**config.mk**
```make
export PLATFORM = sky130hd
export DESIGN_NAME = count_updown_n
export DESIGN_NICKNAME = d
export VERILOG_FILES = /design/src/rtl/count_pkg.sv /design/src/rtl/count_next.sv /design/src/rtl/count_updown_n.sv
export SDC_FILE = /design/constraint.sdc
export NUM_CORES = 1
export LEC_CHECK = 0
export ABC_AREA = 1
export CAP_MARGIN = 25
export CORE_MARGIN = 2
export CORE_UTILIZATION = 40
export CTS_CLUSTER_DIAMETER = 150
export DETAILED_ROUTE_END_ITERATION = 12
export PLACE_DENSITY = 0.72
export SETUP_SLACK_MARGIN = 0.5
export SLEW_MARGIN = 20
export SYNTH_ARGS = -nofsm -noshare
export SYNTH_HDL_FRONTEND = slang
export SYNTH_HIERARCHICAL = 1
export SYNTH_SLANG_ARGS = --single-unit
```
**constraint.sdc**
```tcl
create_clock -name clock -period 1.3 [get_ports clock]
set_input_delay 0.325 -clock clock [delete_from_list [all_inputs] [get_ports clock]]
set_output_delay 0.325 -clock clock [all_outputs]
set_load 0.01 [all_outputs]
```
**src/rtl/count_pkg.sv**
```systemverilog
// count_pkg: shared direction/mode constants and parameter legality check for the up/down counter
package count_pkg;
  localparam logic DIR_UP = 1'b0;
  localparam logic DIR_DOWN = 1'b1;
  localparam logic MODE_WRAP = 1'b0;
  localparam logic MODE_SAT = 1'b1;
  function automatic bit params_ok(input int unsigned width, input logic [31:0] max_val, input logic [31:0] reset_val);
    return width >= 2 && width <= 32 && max_val >= 1 && reset_val <= max_val;
  endfunction
endpackage

```
**src/rtl/count_next.sv**
```systemverilog
// count_next: combinational next-count and wrap-event logic for the up/down counter
module count_next
  import count_pkg::*;
#(
  parameter int unsigned WIDTH = 4,
  parameter logic [WIDTH-1:0] MAX_VAL = {WIDTH{1'b1}}
) (
  input  logic [WIDTH-1:0] y_i,
  input  logic             en_i,
  input  logic             ctl_i,
  input  logic             sat_mode_i,
  input  logic             load_i,
  input  logic [WIDTH-1:0] load_val_i,
  output logic [WIDTH-1:0] y_o,
  output logic             wrap_o
);
  logic             at_max;
  logic             at_zero;
  logic             at_end;
  logic             sat;
  logic [WIDTH-1:0] up_y;
  logic [WIDTH-1:0] dn_y;
  logic [WIDTH-1:0] ld_y;
  // The +1/-1 steps are only selected away from the range ends, so they never leave WIDTH bits.
  always_comb begin
    at_max  = y_i == MAX_VAL;
    at_zero = y_i == '0;
    sat     = sat_mode_i == MODE_SAT;
    at_end  = ctl_i == DIR_DOWN ? at_zero : at_max;
    up_y    = at_max ? (sat ? y_i : '0) : y_i + WIDTH'(1);
    dn_y    = at_zero ? (sat ? y_i : MAX_VAL) : y_i - WIDTH'(1);
    ld_y    = load_val_i > MAX_VAL ? MAX_VAL : load_val_i;
    y_o     = load_i ? ld_y : en_i ? (ctl_i == DIR_DOWN ? dn_y : up_y) : y_i;
    wrap_o  = !load_i && en_i && at_end && sat_mode_i == MODE_WRAP;
  end
endmodule

```
**src/rtl/count_updown_n.sv**
```systemverilog
// count_updown_n: parametrised up/down counter with load, enable, wrap/saturate, tc and wrap flags
module count_updown_n
  import count_pkg::*;
#(
  parameter int unsigned WIDTH = 4,
  parameter logic [WIDTH-1:0] MAX_VAL = {WIDTH{1'b1}},
  parameter logic [WIDTH-1:0] RESET_VAL = '0
) (
  input  logic             clock,
  input  logic             reset,
  input  logic             en,
  input  logic             CTL,
  input  logic             load,
  input  logic [WIDTH-1:0] load_val,
  input  logic             sat_mode,
  output logic [WIDTH-1:0] Y,
  output logic             tc,
  output logic             wrap
);
  logic [WIDTH-1:0] y_q;
  logic [WIDTH-1:0] y_d;
  logic             wrap_q;
  logic             wrap_d;
  if (!params_ok(WIDTH, 32'(MAX_VAL), 32'(RESET_VAL))) begin : g_bad_params
    $error("count_updown_n: illegal WIDTH/MAX_VAL/RESET_VAL");
  end
  count_next #(.WIDTH(WIDTH), .MAX_VAL(MAX_VAL)) u_next (
    .y_i        (y_q),
    .en_i       (en),
    .ctl_i      (CTL),
    .sat_mode_i (sat_mode),
    .load_i     (load),
    .load_val_i (load_val),
    .y_o        (y_d),
    .wrap_o     (wrap_d)
  );
  // Count and wrap-pulse registers; reset overrides load and count.
  always_ff @(posedge clock) begin
    y_q    <= reset ? RESET_VAL : y_d;
    wrap_q <= reset ? 1'b0 : wrap_d;
  end
  assign Y    = y_q;
  assign wrap = wrap_q;
  assign tc   = en && (CTL == DIR_UP ? y_q == MAX_VAL : y_q == '0);
endmodule

```
==> summary.md, run 1 <==
| Metric | Value |
|---|---|
| CP Capture Type | `flip-flop` |
| Die X | `41.3 um` |
| PwrDens | `701 nW/um2` |
| Die area | `1700 um2` |
| # rows | `13` |
| FF-to-FF setup slack | `-0.15 ns` |
| MaxCap Viol Count | `0` |
| Post-synth design cell area | `556 um2` |
| Post-Syn Nets | `110` |
| Reg2reg end | `Y[0]` |
| Final setup vio count | `8` |
| Clk sinks | `5` |
| Worst Setup Start Kind | `flip-flop` |
| Pleak | `0.523 nW` |
| Die height | `41.3 um` |
| Most common cell after layout, fill and taps aside | `nand2_1` |
| Synth-to-Final Area Change | `79.7%` |
| Area of the multi-input gates | `414 um2` |
| Crit path from | `Y[1]` |
| Status | `finished, violations left` |
| CTS Buf Count | `3` |
| H-tree Lvls | `1` |
| Syn. warnings | `6` |
| Overall Power | `0.000700 W` |
| Sequential standard cell area | `115 um2` |
| Final setup margin | `-0.147 ns` |
| Place WS | `-0.656 ns` |
| Clk buf depth | `2` |
| DRC errors left | `0` |
| Tot GR Track Use | `23.4%` |
| GP Congestion | `0.866` |
| Final TNS setup | `-0.799 ns` |
| Final non-filler cell area | `998 um2` |
| CTS Root Cell | `clkbuf_4` |
| Share of cells above drive strength 1 | `44.6%` |
| HPWL Detailed | `1.26 mm` |
| Drt wl/cell | `11.3 um` |
| Largest net degree at the start of global routing | `9` |
| Worst R2R Start | `Y[1]` |
| CTS tree | `built` |
| Later-pin clock latency in the skew report | `0.24 ns` |
| Worst r2r path cells | `13` |
| Initial Util | `42.7%` |
| Nets | `152` |
| Vias per inst | `4.98` |
| Synth Register Bits | `5` |
| Synth Area per Inst | `5.67 um2` |
| Syn Inst Count | `98` |
| CP arrival | `1.62 ns` |
| HP Class | `in2reg` |
| Final Cycle Share | `111%` |
| Vias in the first global route | `621` |
| Unrepaired setup endpoints after global routing | `true` |
| Fmax | `691 MHz` |
| Antenna cell count | `0` |
| Final clock skew | `0.000407 ns` |
| Post-synthesis sequential area ratio | `18.0%` |
| First-pass DRT Iterations | `4` |
| Violated checks | `setup timing` |
| WP data required | `1.47 ns` |
| Fillers | `111` |
| Peak VDD IR | `0.460 mV` |
| # port buffers | `15` |
| Initial detailed-routing violation count | `22` |
| Worst-path clk slew | `0.04 ns` |
| Max-slew violations | `0` |
| Most frequent cells in the layout | `25 x nand2_1, 18 x buf_4, 14 x inv_1` |
| Global-route wire length before repair | `2.63 mm` |
| Relative slew slack | `84.7%` |
| Initial antenna violation count | `0` |
| Cts-stage hold buffer count | `0` |
| Core Footprint | `1300 um2` |
| Critical path fanouts, max | `4` |
| Number of hold violations in the final report | `0` |
| Final min period | `1.45 ns` |
| Final Core Density | `76.7%` |
| Count of cell types in the netlist | `22` |
| Routed WL | `1.74 mm` |
| Vias | `767` |
| Least-Margin Pin Slew | `0.229 ns` |
| Cell Area, Placed | `838 um2` |
| Boundary Pins | `16` |
| Crit path kind | `reg2reg` |
| GR Overflow Total | `0` |
| Critical path endpoint | `Y[0]` |
| Final ANT Viol Nets | `0` |
-- registers in the layout, indices dropped and copies added, names as in the netlist --
register  cells
Y             4
wrap          1
-- cell usage after synthesis (all sizes together) --
master	number	area share [%]
nand2	31	23
inv	19	13
nand3	12	12
nor2	12	11
a21oi	6	6.8
dfxtp	5	18
o21ai	3	2.7
buf	2	2.9
ha	2	4.5
nand4	2	2.3
a31oi	1	1.1
and3	1	1.4
nor3	1	0.90
o211ai	1	1.4
-- cell families (layout without fill, tap and decap cells) --
logic type | Yosys count | after routing | synth area share [%]
simple gates | 59 | 59 | 49.8
compound gates | 11 | 11 | 11.9
flops | 5 | 5 | 18.0
fa+ha+maj | 2 | 2 | 4.50
buf+inv | 21 | 62 | 15.8
-- where the power goes --
group	switching [W]	internal, W	leakage, nW
clock	0.0000680	0.000116	0.0150
combinational	0.000160	0.000181	0.464
sequential	0.0000119	0.000163	0.0437
-- critical path, stage by stage (launching register included) --
cell and delay (ns):
dfxtp_4 0.34, buf_6 0.13, inv_4 0.06, ha_4 0.15, inv_4 0.04, nor2_4 0.11
nand2_2 0.07, nand2_2 0.07, o21ai_2 0.06, a21oi_2 0.10, nand2_1 0.05, nand2_1 0.05
inv_1 0.05, nor2_2 0.10
-- what timing repair did --
item / CTS / global route
setup buffers: 6 / 5
endpoints found under the hold margin: 0 / 0
gates resized for setup: 39 / 10
pin swaps: 5 / 4
setup endpoints to repair: 11 / 11
-- worst min-delay path by stage --
stage	from	end	slack, ns	cells past startpoint
floorplan	reset	Y[0]	0.39	1
global route	load_val[3]	Y[3]	0.72	5
global placement	Y[2]	Y[2]	0.75	5
CTS	load_val[3]	Y[3]	0.70	5
detailed placement	Y[2]	Y[2]	0.77	5
finish	load_val[3]	Y[3]	0.71	5
-- area by class of cell --
type / instances / share of cell area, %
clock buffer: 4 / 2.63
multi-input combinational: 72 / 41.5
sequential: 5 / 11.5
inverter: 19 / 7.89
tap: 15 / 1.88
timing repair buffer: 39 / 34.6
-- layer usage --
metal | global-route usage [%] | part of all wire (%) | vias to the layer above
met5 | 0 | 0 | -
met4 | 0 | 0 | 0
met3 | 4.89 | 4.5 | 0
met2 | 40.2 | 51 | 20
met1 | 31.5 | 44 | 353
li1 | - | - | 394
-- stage by stage --
| step | hold slack, ns | instances |
|---|---|---|
| after floorplan | 0.387 | 98 |
| after global placement | 0.754 | 139 |
| after detailed placement | 0.766 | 139 |
| after CTS | 0.700 | 149 |
| after global routing | 0.721 | 154 |
| final | 0.709 | 154 |
(Power assumes the default switching activity.)
==> run 2, diff against run 1 <==
--- a/config.mk
+++ b/config.mk
@@ -7,11 +7,10 @@
 export LEC_CHECK = 0
 export ABC_AREA = 1
 export CAP_MARGIN = 25
-export CORE_MARGIN = 2
 export CORE_UTILIZATION = 40
 export CTS_CLUSTER_DIAMETER = 150
 export DETAILED_ROUTE_END_ITERATION = 12
-export PLACE_DENSITY = 0.72
+export PLACE_DENSITY = 0.69
 export SETUP_SLACK_MARGIN = 0.5
 export SLEW_MARGIN = 20
 export SYNTH_ARGS = -nofsm -noshare
==> constraint.sdc (replaced) <==
create_clock -name clock -period 1.4 [get_ports clock]
set_input_delay 0.35 -clock clock [delete_from_list [all_inputs] [get_ports clock]]
set_output_delay 0.35 -clock clock [all_outputs]
set_load 0.01 [all_outputs]
==> summary.md, run 2 (synthesis gave the netlist of run 1 again) <==
| Metric | Value |
|---|---|
| M1 WL | `803 um` |
| Most common cell after layout, fill and taps aside | `nand2_1` |
| Drt wl/cell | `11.7 um` |
| Clk buf depth | `2` |
| Global-route wire length before repair | `2.57 mm` |
| Number of hold violations in the final report | `0` |
| Final Core Density | `75.7%` |
| Status | `finished, violations left` |
| Routed WL | `1.79 mm` |
| First-pass DRT Iterations | `5` |
| Met3 Wirelength | `102 um` |
| Vias per inst | `4.99` |
| Cts-stage hold buffer count | `0` |
| Least-Margin Pin Slew | `0.221 ns` |
| Worst-path clk slew | `0.05 ns` |
| Max-slew violations | `0` |
| HP Class | `in2reg` |
| Final setup margin | `-0.0259 ns` |
| Crit path kind | `reg2reg` |
| Antenna cell count | `0` |
| Critical path cell sequence | `buf_6 > buf_6 > buf_4 > buf_4 > nand4_1 > nand3_2 > nand2_1 > nand3_1 > nand2_1 > nand2_1 > inv_1 > nor2_1` |
| CTS tree | `built` |
| Fmax | `701 MHz` |
| Share of cells above drive strength 1 | `44.5%` |
| Largest register FFs | `4` |
| Final min period | `1.43 ns` |
| Most frequent cells in the layout | `25 x nand2_1, 16 x buf_4, 14 x inv_1` |
| Later-pin clock latency in the skew report | `0.25 ns` |
| Largest net degree at the start of global routing | `9` |
| CTS Buf Count | `3` |
| Vias in the first global route | `634` |
| Top Family by Delay on Critical Path | `buffers and inverters` |
| Final clock skew | `0.00451 ns` |
| Crit path max-delay cell type | `dfxtp_4` |
| GR Overflow Total | `0` |
| Relative slew slack | `85.2%` |
| Final ANT Viol Nets | `0` |
| Die height | `39.3 um` |
| HPWL Detailed | `1.21 mm` |
| Worst Setup Start Kind | `flip-flop` |
| Place WS | `-0.595 ns` |
| Boundary Pins | `16` |
| Initial Util | `42.7%` |
| MaxCap Viol Count | `0` |
| PwrDens | `658 nW/um2` |
| Violated checks | `setup timing` |
| Cell mode on critical path | `nand2_1` |
| Top layer in use | `met4` |
| Buf/Inv on CP | `5` |
| Initial detailed-routing violation count | `24` |
| Tot GR Track Use | `25.6%` |
| Unrepaired setup endpoints after global routing | `true` |
| Met2 WL post-DR | `864 um` |
| Die X | `39.3 um` |
| CP peak stage delay | `0.34 ns` |
| Peak VDD IR | `0.334 mV` |
| GP Congestion | `0.910` |
| Die area | `1540 um2` |
| H-tree Lvls | `1` |
| Nets | `150` |
| CP arrival | `1.56 ns` |
| WP data required | `1.53 ns` |
| Cell Area, Placed | `838 um2` |
| Vias | `758` |
| Placed cells | `139` |
| CTS Root Cell | `clkbuf_4` |
| Pleak | `0.516 nW` |
| Fin cells | `152` |
| Critical path fanouts, max | `3` |
| Final setup vio count | `6` |
| Clk sinks | `5` |
| Core Footprint | `1300 um2` |
| Initial antenna violation count | `0` |
| DRC errors left | `0` |
| Final Cycle Share | `102%` |
| # port buffers | `15` |
| Final TNS setup | `-0.0967 ns` |
| Final non-filler cell area | `985 um2` |
| CP Capture Type | `flip-flop` |
| # rows | `13` |
| Synth-to-Final Area Change | `77.3%` |
run 2: through the flow:
stage | hold slack (ns) | power (W)
global route | 0.714 | 0.000705
detailed placement | 0.762 | 0.000414
global placement | 0.757 | 0.000409
CTS | 0.707 | 0.000627
floorplan | 0.412 | 0.000302
finish | 0.721 | 0.000648
run 2: where the power goes:
| part | total (W) | switching [W] | internal [W] | leakage, nW |
|---|---|---|---|---|
| logic | 0.000312 | 0.000153 | 0.000160 | 0.457 |
| clock network | 0.000175 | 0.0000672 | 0.000108 | 0.0150 |
| registers | 0.000160 | 0.00000885 | 0.000151 | 0.0442 |
run 2: final cells by class:
| type | instances | area, um2 |
|---|---|---|
| clock buffers | 4 | 26.3 |
| fillers | 111 | 317 |
| inverters | 19 | 76.3 |
| multi-input cells | 72 | 417 |
| flip-flops and latches | 5 | 116 |
| well taps | 15 | 18.8 |
| repair buffers | 37 | 330 |
run 2: what timing repair did:
action	in CTS	in global routing
endpoints found under the setup margin	11	11
resized for setup	38	12
setup buffers	7	2
hold endpoints to repair	0	0
cloned	0	0
pin swaps	6	9
run 2: final timing paths:
| path | endpoint | from | cells past startpoint | slack, ns |
|---|---|---|---|---|
| worst max-delay path | Y[3] | Y[1] | 12 | -0.03 |
| worst min-delay path | Y[3] | load_val[3] | 5 | 0.72 |
| worst max register to register | Y[3] | Y[1] | 12 | -0.03 |
| worst min register to register | Y[2] | Y[2] | 6 | 0.88 |
run 2: worst min-delay path, stage by stage:
cell and delay [ns]:
clkdlybuf4s50_1 0.40, nand2_1 0.06, nand2_1 0.05, inv_1 0.04, nor2_1 0.03
run 2: metal layers:
layer | track usage [%] | up-vias
met1 | 32.2 | 344
met3 | 6.82 | 2
li1 | - | 386
met4 | 10.3 | 0
met5 | 0 | -
met2 | 40.8 | 26
==> run 3, diff against run 2 <==
--- a/config.mk
+++ b/config.mk
@@ -5,12 +5,12 @@
 export SDC_FILE = /design/constraint.sdc
 export NUM_CORES = 1
 export LEC_CHECK = 0
-export ABC_AREA = 1
+export ABC_CLOCK_PERIOD_IN_PS = 1400
 export CAP_MARGIN = 25
 export CORE_UTILIZATION = 40
 export CTS_CLUSTER_DIAMETER = 150
 export DETAILED_ROUTE_END_ITERATION = 12
-export PLACE_DENSITY = 0.69
+export PLACE_DENSITY = 0.7
 export SETUP_SLACK_MARGIN = 0.5
 export SLEW_MARGIN = 20
 export SYNTH_ARGS = -nofsm -noshare
==> summary.md, run 3 <==
| Metric | Value |
|---|---|
| Top post-synthesis cells by area | `dfxtp_1 19%, nor2b_1 11%, a21oi_1 5.7%, ha_1 4.8%, nand3_1 4.8%` |
| GP Congestion | `0.818` |
| CP Capture Type | `flip-flop` |
| Crit path max-delay cell type | `dfxtp_4` |
| DRC errors left | `0` |
| Critical path cell sequence | `buf_8 > ha_2 > buf_4 > a31oi_1 > nand3_1 > a221o_1 > nor2b_1` |
| CP arrival | `1.92 ns` |
| Crit path kind | `reg2reg` |
| WP data required | `1.52 ns` |
| Final clock skew | `0.0113 ns` |
| Final ANT Viol Nets | `0` |
| Final setup vio count | `6` |
| Number of synthesized flops with an enable pin | `0` |
| Clk buf depth | `2` |
| Core Footprint | `1160 um2` |
| Count leader, synth | `nor2b_1` |
| Largest net degree at the start of global routing | `14` |
| H-tree Lvls | `1` |
| Simple-gate area share of the yosys netlist | `38.2%` |
| Die height | `38.2 um` |
| GR Overflow Total | `0` |
| Worst-path clk slew | `0.06 ns` |
| Sequential Power Share | `21.5%` |
| Post-Synth Adder-Cell Area | `4.77%` |
| Relative slew slack | `79.5%` |
| Critical path fanouts, max | `8` |
| Most common cell after layout, fill and taps aside | `buf_4` |
| Initial Util | `45.3%` |
| MaxCap Viol Count | `0` |
| Met2 GRT Util | `54.2%` |
| First-pass DRT Iterations | `4` |
| Vias per inst | `6.88` |
| Worst Setup Start Kind | `flip-flop` |
| Sw Ratio | `37.9%` |
| Async SR Flop Fraction | `0%` |
| Die X | `38.2 um` |
| Unrepaired setup endpoints after global routing | `true` |
| Fmax | `558 MHz` |
| Cell Area, Placed | `792 um2` |
| CTS tree | `built` |
| Worst r2r path cells | `7` |
| Largest register FFs | `4` |
| PwrDens | `714 nW/um2` |
| GR peak layer | `met2` |
| Place WS | `-0.624 ns` |
| Clock share of power | `24.6%` |
| Vias | `853` |
| Yosys top cell area share | `19.1%` |
| Most frequent cells in the layout | `14 x buf_4, 8 x buf_6, 7 x clkdlybuf4s50_1` |
| HPWL Detailed | `1.10 mm` |
| Routed WL | `2.78 mm` |
| Tot GR Track Use | `32.2%` |
| Final setup margin | `-0.394 ns` |
| Post-synthesis sequential area ratio | `19.1%` |
| Synth cell count leaders | `9 x nor2b_1, 6 x a21oi_1, 6 x inv_1` |
| Status | `finished, violations left` |
| Mux cell area share after synthesis | `0%` |
| Synth Area in Compound Gates | `29.6%` |
| Fillers | `46` |
| Main synth FF type | `dfxtp_1` |
| Grt met1 use | `36.2%` |
| Switching power | `0.000287 W` |
| Final Cycle Share | `128%` |
| Least-Margin Pin Slew | `0.305 ns` |
| Global-route wire length before repair | `3.17 mm` |
| XOR/XNOR Fraction of Synth Area | `0%` |
| Largest area contributor in the netlist | `dfxtp_1` |
| Antenna cell count | `0` |
| Share of cells above drive strength 1 | `54.5%` |
| Syn. warnings | `6` |
| CTS Buf Count | `3` |
| Hold depth | `2` |
| Grt met3 use | `5.81%` |
| Vias in the first global route | `704` |
| Nets | `123` |
| CP peak stage delay | `0.35 ns` |
| Final min period | `1.79 ns` |
| Post-Syn Nets | `86` |
| HP Class | `in2reg` |
| Pleak | `0.421 nW` |
| Syn Inst Count | `74` |
| Die area | `1460 um2` |
| Clk sinks | `5` |
| Number of hold violations in the final report | `0` |
| Initial detailed-routing violation count | `98` |
| Peak VDD IR | `0.392 mV` |
| Largest family of logic cells by synthesized area | `simple AND/OR/NAND/NOR gates` |
| Boundary Pins | `16` |
| # port buffers | `15` |
| Post-synth design cell area | `524 um2` |
| Later-pin clock latency in the skew report | `0.26 ns` |
| # rows | `12` |
| Max-slew violations | `0` |
| CTS Root Cell | `clkbuf_4` |
| Drt wl/cell | `22.5 um` |
| Final non-filler cell area | `1060 um2` |
| Synth Area per Inst | `7.08 um2` |
| Combinational power share | `53.9%` |
| Synth-to-Final Area Change | `102%` |
| Violated checks | `setup timing` |
| Pint | `0.000471 W` |
| Initial antenna violation count | `0` |
| Count of cell types in the netlist | `31` |
| Synth Register Bits | `5` |
-- run 3: power by group through the flow --
| stage | logic [W] | registers, W | clock network [W] |
|---|---|---|---|
| floorplan | 0.000126 | 0.000176 | 0 |
| global placement | 0.000249 | 0.000161 | 0 |
| detailed placement | 0.000253 | 0.000161 | 0 |
| CTS | 0.000313 | 0.000160 | 0.000164 |
| global route | 0.000419 | 0.000164 | 0.000191 |
| finish | 0.000408 | 0.000163 | 0.000186 |
-- run 3: path summary, 6_finish.rpt --
path | from | to | slack [ns]
worst max-delay path | Y[0] | Y[3] | -0.39
worst min-delay path | reset | Y[2] | 0.79
worst max register to register | Y[0] | Y[3] | -0.39
worst min register to register | Y[0] | Y[0] | 0.91
-- run 3: repair_timing --
item                                    CTS  global route
hold buffers                              0             0
gates resized for setup                  46            25
endpoints found under the setup margin   11            11
pin swaps                                 6            10
setup buffers                             4             5
-- run 3: final cells by class --
class                      count  area (um2)  area share, %
multi-input combinational     58         526           49.5
clock buffer                   4        26.3           2.48
timing repair buffer          37         357           33.6
inverter                       6        25.0           2.36
tap                           14        17.5           1.65
sequential                     5         110           10.4
-- run 3: worst max-delay path: cells and delay by family, from the launching register on --
kind / cells / cell delay (ns)
adders and majority gates: 1 / 0.19
buffers and inverters: 2 / 0.28
and+or+nand+nor: 2 / 0.30
DFF: 1 / 0.35
AOI/OAI and AO/OA: 2 / 0.53
-- run 3: cell families after synthesis --
family                   after synthesis
buffers and inverters                 11
flip-flops                             5
adder cells (fa/ha/maj)                2
AND/OR/NAND/NOR                       34
AO/OA/AOI/OAI                         22
-- run 3: metal layers --
| metal | routed length (um) | part of all wire [%] | vias to the layer above |
|---|---|---|---|
| li1 | - | - | 349 |
| met1 | 1060 | 38 | 386 |
| met2 | 1240 | 44 | 91 |
| met3 | 316 | 11 | 27 |
| met4 | 172 | 6.2 | 0 |
| met5 | 0 | 0 | - |
-- run 3: through the flow --
stage | utilization, % | TNS (ns) | hold WS [ns] | instances | total power [W]
after detailed placement | 68.5 | -3.12 | 0.844 | 111 | 0.000414
after floorplan | - | -0.214 | 0.412 | 74 | 0.000302
after global routing | 91.8 | -1.92 | 0.818 | 124 | 0.000773
after global placement | 68.5 | -2.97 | 0.845 | 111 | 0.000409
after CTS | 80.3 | -1.19 | 0.753 | 119 | 0.000637
final | 91.8 | -1.77 | 0.790 | 124 | 0.000758
